`src/rtl/pipeline_hazard_ctrl_if.sv`:
```
// Hazard-unit signal bundle: ID/EXE/memory status in, pipeline enables and flushes out.
// The master modport is the pipeline side that drives status; the slave is the hazard unit.
interface pipeline_hazard_ctrl_if;
    logic [4:0]  id_rs1_addr;
    logic [4:0]  id_rs2_addr;
    logic        id_use_rs1;
    logic        id_use_rs2;
    logic        id_csr;
    logic        exe_memread;
    logic [4:0]  exe_write_addr;
    logic        exe_branch_taken;
    logic        trap_req;
    logic        im_stall;
    logic        dm_stall;
    logic        pc_write;
    logic        ifid_write;
    logic        ifid_flush;
    logic        control_flush;
    logic        csr_stall;
    logic        csr_reset;
    logic        trap_pc_sel;
    logic [15:0] stall_cycles;

    modport master (
        output id_rs1_addr, id_rs2_addr, id_use_rs1, id_use_rs2, id_csr,
               exe_memread, exe_write_addr, exe_branch_taken, trap_req,
               im_stall, dm_stall,
        input  pc_write, ifid_write, ifid_flush, control_flush, csr_stall,
               csr_reset, trap_pc_sel, stall_cycles
    );

    modport slave (
        input  id_rs1_addr, id_rs2_addr, id_use_rs1, id_use_rs2, id_csr,
               exe_memread, exe_write_addr, exe_branch_taken, trap_req,
               im_stall, dm_stall,
        output pc_write, ifid_write, ifid_flush, control_flush, csr_stall,
               csr_reset, trap_pc_sel, stall_cycles
    );
endinterface

```
`src/rtl/pipeline_hazard_ctrl.sv`:
```
// Pipeline hazard controller: load-use bubbles, branch flushes, CSR drain sequencing,
// one-cycle trap flush, and a saturating count of cycles in which the PC was held.
module pipeline_hazard_ctrl #(
    parameter int unsigned CSR_DRAIN_CYCLES = 3
) (
    input  logic                 clk,
    input  logic                 reset,
    pipeline_hazard_ctrl_if.slave hz
);

    typedef enum logic [1:0] {
        RUN       = 2'd0,
        CSR_DRAIN = 2'd1,
        TRAP      = 2'd2
    } state_t;

    // The RUN cycle that detects the CSR is itself the first bubble.
    localparam logic [3:0] CNT_LOAD = 4'(CSR_DRAIN_CYCLES - 32'd2);

    state_t      state_r;
    state_t      state_s;
    logic [3:0]  cnt_r;
    logic [3:0]  cnt_s;
    logic        csr_done_r;
    logic        csr_done_s;
    logic [15:0] stall_cycles_r;

    logic        mem_stall_s;
    logic        load_use_s;
    logic        pc_write_s;
    logic        ifid_write_s;
    logic        ifid_flush_s;
    logic        control_flush_s;
    logic        csr_stall_s;

    assign mem_stall_s = hz.im_stall | hz.dm_stall;
    assign load_use_s  = hz.exe_memread & (hz.exe_write_addr != 5'd0) &
                         ((hz.id_use_rs1 & (hz.id_rs1_addr == hz.exe_write_addr)) |
                          (hz.id_use_rs2 & (hz.id_rs2_addr == hz.exe_write_addr)));

    // State, drain counter, CSR-done flag and stall counter registers.
    always_ff @(posedge clk or negedge reset) begin
        if (!reset) begin
            state_r        <= RUN;
            cnt_r          <= 4'd0;
            csr_done_r     <= 1'b0;
            stall_cycles_r <= 16'd0;
        end else begin
            state_r    <= state_s;
            cnt_r      <= cnt_s;
            csr_done_r <= csr_done_s;
            if (!pc_write_s && (stall_cycles_r != 16'hFFFF)) begin
                stall_cycles_r <= stall_cycles_r + 16'd1;
            end else begin
                stall_cycles_r <= stall_cycles_r;
            end
        end
    end

    // Next-state and pipeline-control decode.
    always_comb begin
        state_s         = state_r;
        cnt_s           = cnt_r;
        csr_done_s      = csr_done_r;
        pc_write_s      = 1'b0;
        ifid_write_s    = 1'b0;
        ifid_flush_s    = 1'b0;
        control_flush_s = 1'b0;
        csr_stall_s     = 1'b0;
        case (state_r)
            RUN: begin
                if (mem_stall_s) begin
                    state_s = state_r;
                end else if (hz.trap_req) begin
                    pc_write_s   = 1'b1;
                    ifid_write_s = 1'b1;
                    state_s      = TRAP;
                end else if (hz.exe_branch_taken) begin
                    pc_write_s      = 1'b1;
                    ifid_write_s    = 1'b1;
                    ifid_flush_s    = 1'b1;
                    control_flush_s = 1'b1;
                    csr_done_s      = 1'b0;
                end else if (load_use_s) begin
                    control_flush_s = 1'b1;
                end else if (hz.id_csr && !csr_done_r) begin
                    csr_stall_s = 1'b1;
                    cnt_s       = CNT_LOAD;
                    state_s     = CSR_DRAIN;
                end else begin
                    pc_write_s   = 1'b1;
                    ifid_write_s = 1'b1;
                    csr_done_s   = 1'b0;
                end
            end
            CSR_DRAIN: begin
                if (mem_stall_s) begin
                    state_s = state_r;
                end else if (hz.trap_req) begin
                    pc_write_s   = 1'b1;
                    ifid_write_s = 1'b1;
                    csr_done_s   = 1'b0;
                    state_s      = TRAP;
                end else if (hz.exe_branch_taken) begin
                    pc_write_s      = 1'b1;
                    ifid_write_s    = 1'b1;
                    ifid_flush_s    = 1'b1;
                    control_flush_s = 1'b1;
                    csr_done_s      = 1'b0;
                    state_s         = RUN;
                end else begin
                    csr_stall_s = 1'b1;
                    if (cnt_r == 4'd0) begin
                        csr_done_s = 1'b1;
                        state_s    = RUN;
                    end else begin
                        cnt_s = cnt_r - 4'd1;
                    end
                end
            end
            TRAP: begin
                // Trap flush proceeds even under a memory wait.
                pc_write_s      = 1'b1;
                ifid_write_s    = 1'b1;
                ifid_flush_s    = 1'b1;
                control_flush_s = 1'b1;
                csr_done_s      = 1'b0;
                state_s         = RUN;
            end
            default: begin
                state_s    = RUN;
                cnt_s      = 4'd0;
                csr_done_s = 1'b0;
            end
        endcase
    end

    assign hz.pc_write      = pc_write_s;
    assign hz.ifid_write    = ifid_write_s;
    assign hz.ifid_flush    = ifid_flush_s;
    assign hz.control_flush = control_flush_s;
    assign hz.csr_stall     = csr_stall_s;
    assign hz.csr_reset     = (state_r == TRAP);
    assign hz.trap_pc_sel   = (state_r == TRAP);
    assign hz.stall_cycles  = stall_cycles_r;

endmodule

```
`src/flat_wrapper.sv`:
```
// flat-port wrapper written by rule: the top's interface ports become plain ports
module pipeline_hazard_ctrl_flat 
#(
    parameter int unsigned CSR_DRAIN_CYCLES = 3
)
  (clk, reset, hz_id_rs1_addr, hz_id_rs2_addr, hz_id_use_rs1, hz_id_use_rs2, hz_id_csr, hz_exe_memread, hz_exe_write_addr, hz_exe_branch_taken, hz_trap_req, hz_im_stall, hz_dm_stall, hz_pc_write, hz_ifid_write, hz_ifid_flush, hz_control_flush, hz_csr_stall, hz_csr_reset, hz_trap_pc_sel, hz_stall_cycles);
  pipeline_hazard_ctrl_if hz_i ();
  input  logic clk;
  input  logic reset;
  input wire logic [$bits(hz_i.id_rs1_addr)-1:0] hz_id_rs1_addr;
  input wire logic [$bits(hz_i.id_rs2_addr)-1:0] hz_id_rs2_addr;
  input wire logic [$bits(hz_i.id_use_rs1)-1:0] hz_id_use_rs1;
  input wire logic [$bits(hz_i.id_use_rs2)-1:0] hz_id_use_rs2;
  input wire logic [$bits(hz_i.id_csr)-1:0] hz_id_csr;
  input wire logic [$bits(hz_i.exe_memread)-1:0] hz_exe_memread;
  input wire logic [$bits(hz_i.exe_write_addr)-1:0] hz_exe_write_addr;
  input wire logic [$bits(hz_i.exe_branch_taken)-1:0] hz_exe_branch_taken;
  input wire logic [$bits(hz_i.trap_req)-1:0] hz_trap_req;
  input wire logic [$bits(hz_i.im_stall)-1:0] hz_im_stall;
  input wire logic [$bits(hz_i.dm_stall)-1:0] hz_dm_stall;
  output wire logic [$bits(hz_i.pc_write)-1:0] hz_pc_write;
  output wire logic [$bits(hz_i.ifid_write)-1:0] hz_ifid_write;
  output wire logic [$bits(hz_i.ifid_flush)-1:0] hz_ifid_flush;
  output wire logic [$bits(hz_i.control_flush)-1:0] hz_control_flush;
  output wire logic [$bits(hz_i.csr_stall)-1:0] hz_csr_stall;
  output wire logic [$bits(hz_i.csr_reset)-1:0] hz_csr_reset;
  output wire logic [$bits(hz_i.trap_pc_sel)-1:0] hz_trap_pc_sel;
  output wire logic [$bits(hz_i.stall_cycles)-1:0] hz_stall_cycles;
  assign hz_i.id_rs1_addr = hz_id_rs1_addr;
  assign hz_i.id_rs2_addr = hz_id_rs2_addr;
  assign hz_i.id_use_rs1 = hz_id_use_rs1;
  assign hz_i.id_use_rs2 = hz_id_use_rs2;
  assign hz_i.id_csr = hz_id_csr;
  assign hz_i.exe_memread = hz_exe_memread;
  assign hz_i.exe_write_addr = hz_exe_write_addr;
  assign hz_i.exe_branch_taken = hz_exe_branch_taken;
  assign hz_i.trap_req = hz_trap_req;
  assign hz_i.im_stall = hz_im_stall;
  assign hz_i.dm_stall = hz_dm_stall;
  assign hz_pc_write = hz_i.pc_write;
  assign hz_ifid_write = hz_i.ifid_write;
  assign hz_ifid_flush = hz_i.ifid_flush;
  assign hz_control_flush = hz_i.control_flush;
  assign hz_csr_stall = hz_i.csr_stall;
  assign hz_csr_reset = hz_i.csr_reset;
  assign hz_trap_pc_sel = hz_i.trap_pc_sel;
  assign hz_stall_cycles = hz_i.stall_cycles;
  pipeline_hazard_ctrl #(.CSR_DRAIN_CYCLES(CSR_DRAIN_CYCLES)) u_core (.clk(clk), .reset(reset), .hz(hz_i));
endmodule
```
`config.mk`:
```
export PLATFORM = sky130hd
export DESIGN_NAME = pipeline_hazard_ctrl_flat
export DESIGN_NICKNAME = d
export VERILOG_FILES = /design/src/rtl/pipeline_hazard_ctrl_if.sv /design/src/rtl/pipeline_hazard_ctrl.sv /design/src/flat_wrapper.sv
export SDC_FILE = /design/constraint.sdc
export NUM_CORES = 1
export LEC_CHECK = 0
export CORE_UTILIZATION = 41
export DETAILED_ROUTE_END_ITERATION = 10
export PLACE_DENSITY = 0.82
export SLEW_MARGIN = 10
export SYNTH_ARGS = -nofsm -noshare
export SYNTH_HDL_FRONTEND = slang
export SYNTH_SLANG_ARGS = --single-unit
```
`constraint.sdc`:
```
create_clock -name clk -period 1.9 [get_ports clk]
set_input_delay 0.285 -clock clk [delete_from_list [all_inputs] [get_ports clk]]
set_output_delay 0.285 -clock clk [all_outputs]
set_load 0.005 [all_outputs]
```
==> flow_summary.ini, run 1 <==
[setup_path]
crit_type = primary input to primary output
reg2reg_from = u_core.hz.stall_cycles[6]$_DFFE_PN0P_
path_cells = buf_4, or4_4, o21ai_4, nor2_2, buf_4, a21oi_2, o21ai_1, buf_2
crit_start = hz_exe_write_addr[3]
critPathRequiredTime_ns = 1.62
crit_family = simple AND/OR/NAND/NOR gates
max_stage_delay_ns = 0.54
cp.arrival_ns = 1.62
cp_max_fo = 3
crit_top_cell = buf_4
slowest_stage = or4_4
crit_end = hz_control_flush
r2r_cells = 8
r2r_slack_ns = 0.02
path_depth = 8
r2r_end = u_core.hz.stall_cycles[0]$_DFFE_PN0P_
critPathBufInv = 3
crit_path_end_kind = primary output
crit_path_start_kind = primary input

[global_route]
use_met1_pct = 28.3
grt_usage_pct = 22.4
overflow = 0
grt_max_degree = 24
busiest_layer = met2
antenna_found_initial = 0
grt_use_met2_pct = 40.1
grt_pass1_vias = 1454
use_met3_pct = 4.35
grt_pass1_wl_um = 6420

[final_layout]
fin_area_mm2 = 0.00252
diodes = 0
area_growth_pct = 71.0
instances_no_fill = 296
nets = 278
layout-drive-gt1-share_pct = 41.6

[placed_design]
dpl-instance-area_mm2 = 0.00229
placed_cells_incl_taps = 282
dp_hpwl_um = 2780
place_congestion = 0.842
io_buffers = 47
place_ws_ns = -0.802

[power_and_ir_drop]
vdd_ir_drop_max_uv = 638
power.leakage_nw = 1.15
total_power_w = 0.00177
power_density_mw_per_mm2 = 703

[drt]
drc = 0
drt_iter0_drc = 114
antenna_left = 0
vias = 1572
drtPass1Iterations = 4
routed_via_density = 5.31
drt_wl_total_um = 4560
wl_per_cell_um = 15.4

[clock_tree]
cts_made_buffers = 3
htree_levels = 1
clk_latency_ns = 0.32
clk_pin_slew_worst_paths_ns = 0.14
cts_tree = done
cts.sinks = 23
root_buffer = clkbuf_4
clk_path_buf_depth = 2

[logic_synthesis]
synth.most_common_cell = dfrtp_1
synth_seq_area_share_pct = 39.0
ys_types = 46
ys_ff_latch = 23
async_flop_share_pct = 100
synth_edf_count = 0
syn_area_mm2 = 0.00147
synth_top_cell_by_area = dfrtp_1
synth_area_leaders = dfrtp_1 39%, xnor2_1 7.1%, xor2_1 7.1%
syn-num-nets = 179
synth_top_cell_area_share_pct = 39.0
synth_ff_type = dfrtp_1
synth_common_cells = 23 x dfrtp_1, 12 x nand2_1, 12 x xnor2_1, 12 x xor2_1
synth_cells = 152
avgSynthCellArea_um2 = 9.70
yosysWarningCount = 0

[sta]
final-hold-violation-count = 0
tightest_slew_ns = 0.319
fmax_mhz = 524
fin_skew_ns = 0.0136
period_share_pct = 101
setup_slack_ns = -0.00986
rsz0062_at_grt = yes
final_max_slew_viol_count = 0
setup_viol = 1
fin_hold_ws_ns = 0.305
post-route-min-period_ns = 1.91
slew_headroom_pct = 78.8

[run]
drv_cap = 0

[floorplanning]
io_pins = 48
die_w_um = 62.0
rows = 21
initial_core_util_pct = 43.5
dieHeight_um = 62.0
design.core.area_mm2 = 0.00339
dieArea_mm2 = 0.00384

[status]
status = finished with violations
violations = negative setup slack

[worst_hold_path]
worstHoldPathType = primary input to asynchronous set/reset pin
repair_timing:
item | CTS | global route
gates cloned | 1 | 0
hold buffers | 0 | 0
pin swaps | 17 | 15
endpoints found under the setup margin | 27 | 26
gates resized for setup | 75 | 38
setup buffers | 8 | 1
logic make-up after synthesis:
family,synth area share [%]
simple gates,24.0
xor+xnor,14.3
flops,39.0
fa+ha+maj,1.70
mux,1.44
compound gates,16.6
buf+inv,2.89
state kept, by name, indices dropped and copies added (netlist names):
signal,count
u_core.cnt_r,4
u_core.csr_done_r,1
u_core.hz.stall_cycles,16
u_core.state_r,2
routing by layer:
layer | vias to the layer above | share of wire [%]
met5 | - | 0
met4 | 0 | 2.5
met3 | 13 | 3.9
met2 | 56 | 52
met1 | 755 | 42
li1 | 748 | -
cell usage in the layout, fill, tap and decap left out, types with 5 or more instances in the layout:
master | netlist | layout
dfrtp_1 | 23 | 23
nand2_1 | 12 | 11
xnor2_1 | 12 | 11
xor2_1 | 12 | 8
nor3_1 | 8 | 5
buf_4 | 2 | 47
a21oi_1 | 6 | 5
clkdlybuf4s50_1 | 0 | 24
nor2_1 | 8 | 5
buf_6 | 0 | 7
buf_2 | 1 | 9
layout make-up:
type,instances,area (µm²)
Fill cell,243,870
Tap cell,46,57.6
Inverter,4,15.0
Multi-Input combinational cell,120,1010
Sequential cell,23,576
Timing Repair Buffer,99,832
Clock buffer,4,26.3
power by group:
part           switching, W  internal (W)
combinational      0.000375      0.000505
clock              0.000153     0.0000821
sequential        0.0000698      0.000588
total              0.000597       0.00118
through the flow:
stage | setup TNS (ns) | util (%)
final | -0.00986 | 74.3
after global routing | -0.470 | 74.3
after CTS | -0.102 | 70.4
after detailed placement | -13.27 | 67.6
after global placement | -11.97 | 67.6
after floorplan | 0 | -
how the worst min path moves through the flow:
stage               depth (start not counted)                              startpoint                                     end
floorplan                                   0                                   reset             u_core.cnt_r[0]$_DFFE_PN0P_
global placement                            1  u_core.hz.stall_cycles[11]$_DFFE_PN0P_  u_core.hz.stall_cycles[11]$_DFFE_PN0P_
detailed placement                          1  u_core.hz.stall_cycles[11]$_DFFE_PN0P_  u_core.hz.stall_cycles[11]$_DFFE_PN0P_
CTS                                         2                                   reset           u_core.state_r[1]$_DFFE_PN0P_
global route                                2                                   reset           u_core.state_r[1]$_DFFE_PN0P_
finish                                      2                                   reset           u_core.state_r[1]$_DFFE_PN0P_
worst reg2reg max path, stage by stage (launching register included):
cell	delay [ns]
dfrtp_1	0.38
nand3_1	0.18
nor4_4	0.35
buf_4	0.18
nand2_1	0.10
o2bb2ai_4	0.15
buf_2	0.16
buf_4	0.14
xor2_1	0.13
(Power assumes the default switching activity.)
==> inputs of run 2 (changes only) <==
--- a/config.mk
+++ b/config.mk
@@ -5,7 +5,9 @@
 export SDC_FILE = /design/constraint.sdc
 export NUM_CORES = 1
 export LEC_CHECK = 0
+export CORE_ASPECT_RATIO = 1.25
 export CORE_UTILIZATION = 41
+export CTS_CLUSTER_SIZE = 40
 export DETAILED_ROUTE_END_ITERATION = 10
 export PLACE_DENSITY = 0.82
 export SLEW_MARGIN = 10
==> constraint.sdc (replaced) <==
create_clock -name clk -period 1.55 [get_ports clk]
set_input_delay 0.2325 -clock clk [delete_from_list [all_inputs] [get_ports clk]]
set_output_delay 0.2325 -clock clk [all_outputs]
set_load 0.005 [all_outputs]
==> run 2 against run 1 <==
The flow still finishes with violations (negative setup slack). Die area is essentially flat. Sequential power up 31%. Clock power rose by 71%. Setup slack got worse by 0.37 ns. Global-route usage increased by 7.5 points. Critical path depth is 1 higher. Register-to-register slack got worse by 0.38 ns. Sequential cell count unchanged. Worst hold slack worse by 0.0053 ns. Largest cell class unchanged. Largest power group unchanged.
==> flow_summary.ini, run 2 (synthesized netlist as in run 1, its figures left out) <==
[sta]
final-hold-violation-count = 0
post-route-min-period_ns = 1.93
setup_slack_ns = -0.384
period_share_pct = 125
fin_skew_ns = 0.00892
rsz0062_at_grt = yes
setup_viol = 31
fmax_mhz = 517
final_max_slew_viol_count = 0
tightest_slew_ns = 0.441
setup_tns_ns = -7.24
slew_headroom_pct = 70.4

[placed_design]
io_buffers = 47
dpl-instance-area_mm2 = 0.00245
placed_cells_incl_taps = 286
dp_hpwl_um = 3430
place_congestion = 0.877

[setup_path]
path_cells = buf_12, or4_4, o21ai_4, buf_6, buf_6, a211o_1, o2bb2ai_4, buf_6, mux2_4
crit_top_cell = buf_6
cp_max_fo = 6
crit_type = primary input to register
crit_end = u_core.hz.stall_cycles[1]$_DFFE_PN0P_
r2r_slack_ns = -0.36
max_stage_delay_ns = 0.55
slowest_stage = or4_4
cp.arrival_ns = 2.09
r2r_end = u_core.cnt_r[3]$_DFFE_PN0P_
critPathBufInv = 4
critPathRequiredTime_ns = 1.71
crit_path_start_kind = primary input
reg2reg_from = u_core.state_r[1]$_DFFE_PN0P_
crit_family = simple AND/OR/NAND/NOR gates
r2r_cells = 10
crit_path_end_kind = register
crit_start = hz_exe_write_addr[4]
path_depth = 9

[clock_tree]
cts_tree = done
htree_levels = 1
cts.sinks = 23
clk_latency_ns = 0.28
clk_pin_slew_worst_paths_ns = 0.09
postCtsHoldBufs = 0
root_buffer = clkbuf_8
cts_made_buffers = 3
clk_path_buf_depth = 2

[drt]
drt_wl_total_um = 7660
drtPass1Iterations = 4
routed_via_density = 5.89
vias = 1890
drc = 0
drt_iter0_drc = 98
antenna_left = 0
wl_per_cell_um = 23.8

[floorplanning]
design.core.area_mm2 = 0.00345
die_w_um = 55.6
dieArea_mm2 = 0.00384
dieHeight_um = 69.0
initial_core_util_pct = 42.7
rows = 24
io_pins = 48

[final_layout]
diodes = 0
area_growth_pct = 114
largest_reg_flops = 16
layout-drive-gt1-share_pct = 61.0
fin_area_mm2 = 0.00315
instances_no_fill = 321
nets = 310
layout.cells.most_common_list = 57 x buf_4, 31 x buf_6, 23 x dfrtp_1
layout_commonest_cell = buf_4

[global_route]
grt_pass1_wl_um = 9080
grt_usage_pct = 29.9
grt_pass1_vias = 1878
antenna_found_initial = 0
overflow = 0
grt_max_degree = 24

[power_and_ir_drop]
pwr-share-seq_pct = 29.4
power.leakage_nw = 1.48
intPower_w = 0.00182
vdd_ir_drop_max_uv = 995
power_density_mw_per_mm2 = 929
combinationalPowerShare_pct = 56.9
switchingPower_w = 0.00111
pwr-share-clk_pct = 13.7
switching_share_pct = 37.9
total_power_w = 0.00293

[status]
violations = negative setup slack
status = finished with violations

[worst_hold_path]
worstHoldPathType = primary input to asynchronous set/reset pin

[run]
drv_cap = 0
[run 2: changes by cell type in the layout (fill, tap and decap cells not counted), moves of 4 or more]
cell	previous run	this run
buf_4	47	57
buf_6	7	31
clkdlybuf4s50_1	24	14
dlygate4sd2_1	2	9
nand2_1	11	6
nor2_1	5	1
o21ai_0	4	0
[run 2: metal layers]
| metal | wire (µm) | global-route usage, % | up-vias |
|---|---|---|---|
| li1 | - | - | 812 |
| met1 | 2550 | 33.0 | 934 |
| met2 | 4310 | 56.1 | 110 |
| met3 | 395 | 4.69 | 34 |
| met4 | 395 | 11.9 | 0 |
| met5 | 0 | 0 | - |
[run 2: area by class of cell]
type | count | area, µm²
fillers | 127 | 302
well taps | 39 | 48.8
multi-input cells | 120 | 1310
clock buffers | 3 | 41.3
flip-flops and latches | 23 | 576
repair buffers | 131 | 1160
clock inverters | 1 | 5.00
inverters | 4 | 17.5
[run 2: power by group through the flow]
| stage | sequential (W) | combinational [W] | clock (W) |
|---|---|---|---|
| after floorplan | 0.000868 | 0.000391 | 0 |
| after global placement | 0.000804 | 0.00106 | 0 |
| after detailed placement | 0.000812 | 0.00112 | 0 |
| after CTS | 0.000821 | 0.00131 | 0.000385 |
| after global routing | 0.000868 | 0.00174 | 0.000425 |
| final | 0.000861 | 0.00167 | 0.000403 |
[run 2: timing repair]
item,in CTS,in global routing
setup endpoints to repair,30,33
gates cloned,1,0
pin swaps,40,22
resized for setup,142,52
setup buffers,17,16
[run 2: worst min-delay path by stage]
| stage | from | end | slack [ns] | cells after the start |
|---|---|---|---|---|
| 2_1_floorplan | reset | u_core.cnt_r[0]$_DFFE_PN0P_ | -0.06 | 0 |
| 3_3_place_gp | u_core.hz.stall_cycles[15]$_DFFE_PN0P_ | u_core.hz.stall_cycles[15]$_DFFE_PN0P_ | 0.54 | 2 |
| 3_5_place_dp | u_core.hz.stall_cycles[15]$_DFFE_PN0P_ | u_core.hz.stall_cycles[15]$_DFFE_PN0P_ | 0.56 | 2 |
| 4_1_cts | reset | u_core.state_r[0]$_DFFE_PN0P_ | 0.32 | 2 |
| 5_1_grt | reset | u_core.hz.stall_cycles[4]$_DFFE_PN0P_ | 0.34 | 2 |
| 6_report | reset | u_core.state_r[0]$_DFFE_PN0P_ | 0.30 | 2 |
[run 2: per-stage QoR]
stage / setup slack [ns] / util [%] / hold slack, ns
6_report: -0.384 / 91.3 / 0.300
5_1_grt: -0.413 / 91.3 / 0.340
4_1_cts: -0.224 / 82.1 / 0.317
3_5_place_dp: -1.04 / 70.8 / 0.560
3_3_place_gp: -0.955 / 70.8 / 0.541
2_1_floorplan: -0.204 / - / -0.0631
==> inputs of run 3 (changes only) <==
--- a/config.mk
+++ b/config.mk
@@ -5,11 +5,12 @@
 export SDC_FILE = /design/constraint.sdc
 export NUM_CORES = 1
 export LEC_CHECK = 0
-export CORE_ASPECT_RATIO = 1.25
-export CORE_UTILIZATION = 41
+export CORE_ASPECT_RATIO = 2
+export CORE_UTILIZATION = 43
+export CTS_BUF_LIST = sky130_fd_sc_hd__clkbuf_8
 export CTS_CLUSTER_SIZE = 40
 export DETAILED_ROUTE_END_ITERATION = 10
-export PLACE_DENSITY = 0.82
+export PLACE_DENSITY_LB_ADDON = 0.15
 export SLEW_MARGIN = 10
 export SYNTH_ARGS = -nofsm -noshare
 export SYNTH_HDL_FRONTEND = slang
==> run 3 against run 2 <==
The run now fails in global routing (5_1_grt). Synthesized area did not move. Synthesized cell count is the same.
==> flow_summary.ini, run 3 <==
[logic_synthesis]
synth_seq_area_share_pct = 39.0
yosysWarningCount = 0
synth_cells = 152
synth_top_cell_by_area = dfrtp_1
synth_top_cell_area_share_pct = 39.0
synth_edf_count = 0
synth_ff_type = dfrtp_1
avgSynthCellArea_um2 = 9.70
synth.most_common_cell = dfrtp_1
synth_common_cells = 23 x dfrtp_1, 12 x nand2_1, 12 x xnor2_1, 12 x xor2_1
ys_ff_latch = 23
syn_area_mm2 = 0.00147
async_flop_share_pct = 100
syn-num-nets = 179
synth_area_leaders = dfrtp_1 39%, xnor2_1 7.1%, xor2_1 7.1%
ys_types = 46

[clock_tree]
htree_levels = 1
postCtsHoldBufs = 0
cts_made_buffers = 3
clk_path_buf_depth = 2
cts.sinks = 23
root_buffer = clkbuf_8

[placed_design]
dp_hpwl_um = 3670
io_buffers = 47
dpl-instance-area_mm2 = 0.00245
place_congestion = 0.883
place_ws_ns = -1.04

[global_route]
grt_max_degree = 24
antenna_found_initial = 0

[floorplanning]
rows = 29
initial_core_util_pct = 45.6
die_w_um = 43.4
io_pins = 48
dieHeight_um = 84.8

[sta]
endpoint_type = register data pin
grt_worst_setup_endpoint = u_core.hz.stall_cycles[13]$_DFFE_PN0P_/D

[status]
stop_stage = global routing (5_1_grt)
tool.error = [ERROR DPL-0033] detailed placement checks failed during check placement.
status = did not finish
## run 3: cell counts after synthesis
No cell type changed its count.
## run 3: cell families after synthesis
group / count (synthesis) / synth area share, %
buffers and inverters: 9 / 2.89
and+or+nand+nor: 61 / 24.0
AOI/OAI and AO/OA: 31 / 16.6
adders and majority gates: 2 / 1.70
xor gates and xnor gates: 24 / 14.3
DFF: 23 / 39.0
muxes: 2 / 1.44
## run 3: timing repair
action,in CTS
endpoints found under the setup margin,31
buffers inserted,15
resized for setup,144
gates cloned,1
pin swaps,40
endpoints found under the hold margin,0
## run 3: metrics by stage
step | hold slack, ns | util [%] | setup TNS (ns) | instances
after floorplan | -0.0631 | - | -2.42 | 152
after global placement | 0.540 | 75.9 | -19.68 | 280
after detailed placement | 0.557 | 75.9 | -21.29 | 280
after CTS | 0.339 | 86.1 | -4.18 | 297
==> inputs of run 4 (changes only) <==
--- a/config.mk
+++ b/config.mk
@@ -5,10 +5,7 @@
 export SDC_FILE = /design/constraint.sdc
 export NUM_CORES = 1
 export LEC_CHECK = 0
-export CORE_ASPECT_RATIO = 2
-export CORE_UTILIZATION = 43
-export CTS_BUF_LIST = sky130_fd_sc_hd__clkbuf_8
-export CTS_CLUSTER_SIZE = 40
+export CORE_UTILIZATION = 40
 export DETAILED_ROUTE_END_ITERATION = 10
 export PLACE_DENSITY_LB_ADDON = 0.15
 export SLEW_MARGIN = 10
==> constraint.sdc (replaced) <==
create_clock -name clk -period 2 [get_ports clk]
set_input_delay 0.3 -clock clk [delete_from_list [all_inputs] [get_ports clk]]
set_output_delay 0.3 -clock clk [all_outputs]
set_load 0.005 [all_outputs]
==> run 4 against run 3 <==
The run now ends clean.
==> flow_summary.ini, run 4 (synthesized netlist as in run 1, its figures left out) <==
[drt]
drt_wl_total_um = 4020
drtPass1Iterations = 4
drc = 0
routed_via_density = 5.19
antenna_left = 0
vias = 1490
drt_iter0_drc = 85
wl_per_cell_um = 14.0

[worst_hold_path]
worstHoldPathType = primary input to asynchronous set/reset pin

[final_layout]
layout-drive-gt1-share_pct = 39.0
nets = 269
layout_commonest_cell = buf_4
utilization_pct = 72.2
area_growth_pct = 68.5
fin_area_mm2 = 0.00248
largest_reg_flops = 16
layout.cells.most_common_list = 37 x buf_4, 25 x clkdlybuf4s50_1, 22 x dfrtp_1
diodes = 0
fillerInstances = 261

[global_route]
grt_pass1_wl_um = 6800
grt_pass1_vias = 1519
antenna_found_initial = 0
grt_usage_pct = 21.7
overflow = 0
grt_max_degree = 24

[clock_tree]
clk_latency_ns = 0.27
htree_levels = 1
root_buffer = clkbuf_8
postCtsHoldBufs = 0
clk_pin_slew_worst_paths_ns = 0.09
cts_made_buffers = 3
cts.sinks = 23
cts_tree = done
clk_path_buf_depth = 2

[sta]
post-route-min-period_ns = 2.00
final-hold-violation-count = 0
tightest_slew_ns = 0.314
rsz0062_at_grt = yes
fin_skew_ns = 0.00238
fmax_mhz = 500
final_max_slew_viol_count = 0
fin_hold_ws_ns = 0.385
period_share_pct = 100
setup_viol = 0
slew_headroom_pct = 79.1

[power_and_ir_drop]
power_density_mw_per_mm2 = 699
total_power_w = 0.00174
vdd_ir_drop_max_uv = 807
power.leakage_nw = 1.07

[run]
drv_cap = 0

[setup_path]
cp.arrival_ns = 2.20
crit_type = primary input to register
max_stage_delay_ns = 0.54
slowest_stage = or4_4
crit_path_start_kind = primary input
critPathBufInv = 3
crit_family = simple AND/OR/NAND/NOR gates
crit_path_end_kind = register
critPathRequiredTime_ns = 2.20
path_cells = buf_8, or4_4, o21ai_4, nor2_4, buf_6, buf_4, or4_1, a21oi_2
cp_max_fo = 3

[floorplanning]
design.core.area_mm2 = 0.00344
initial_core_util_pct = 42.8
die_w_um = 62.7
rows = 21
dieHeight_um = 62.7
dieArea_mm2 = 0.00393
io_pins = 48

[placed_design]
io_buffers = 47
dpl-instance-area_mm2 = 0.00223
dp_hpwl_um = 2880
place_congestion = 0.853

[status]
status = finished, final reports clean
-- run 4: timing repair --
action,4_1_cts,5_1_grt
cloned,1,0
setup buffers,8,3
setup endpoints to repair,24,13
resized for setup,70,40
pin swaps,16,16
-- run 4: final timing paths --
path	start	to	depth (start not counted)	slack (ns)
worst max-delay path	hz_exe_write_addr[0]	u_core.state_r[0]$_DFFE_PN0P_	8	0.0002
worst min-delay path	reset	u_core.state_r[1]$_DFFE_PN0P_	2	0.38
worst max register to register	u_core.hz.stall_cycles[0]$_DFFE_PN0P_	u_core.hz.stall_cycles[15]$_DFFE_PN0P_	7	0.12
worst min register to register	u_core.hz.stall_cycles[8]$_DFFE_PN0P_	u_core.hz.stall_cycles[8]$_DFFE_PN0P_	1	0.51
max in group asynchronous	reset	u_core.hz.stall_cycles[10]$_DFFE_PN0P_	2	1.35
min in group clk	u_core.hz.stall_cycles[8]$_DFFE_PN0P_	u_core.hz.stall_cycles[8]$_DFFE_PN0P_	1	0.51
-- run 4: through the flow --
stage	instances	TNS, ns	setup WS [ns]
6_report	287	0	0.000184
2_1_floorplan	152	0	0.132
3_5_place_dp	274	-10.63	-0.736
4_1_cts	285	-0.0280	-0.0280
5_1_grt	287	-0.144	-0.0442
3_3_place_gp	274	-9.34	-0.676
-- run 4: report_power, final --
part	switching, W	internal [W]
registers	0.0000778	0.000559
logic	0.000338	0.000464
clock network	0.000157	0.000139
-- run 4: layer usage --
layer	vias to the layer above	GRT usage (%)	part of all wire [%]
li1	730	-	-
met1	729	27.7	45
met2	26	37.5	52
met3	5	3.65	2.5
met4	0	6.40	0.85
met5	-	0	0
-- run 4: final cells by class --
class / instances / area, µm² / area share (%)
multi-input cells: 120 / 1030 / 41.6
repair buffers: 90 / 754 / 30.4
flip-flops and latches: 23 / 577 / 23.2
well taps: 46 / 57.6 / 2.32
clock buffers: 3 / 41.3 / 1.66
inverters: 4 / 15.0 / 0.605
clock inverters: 1 / 5.00 / 0.202
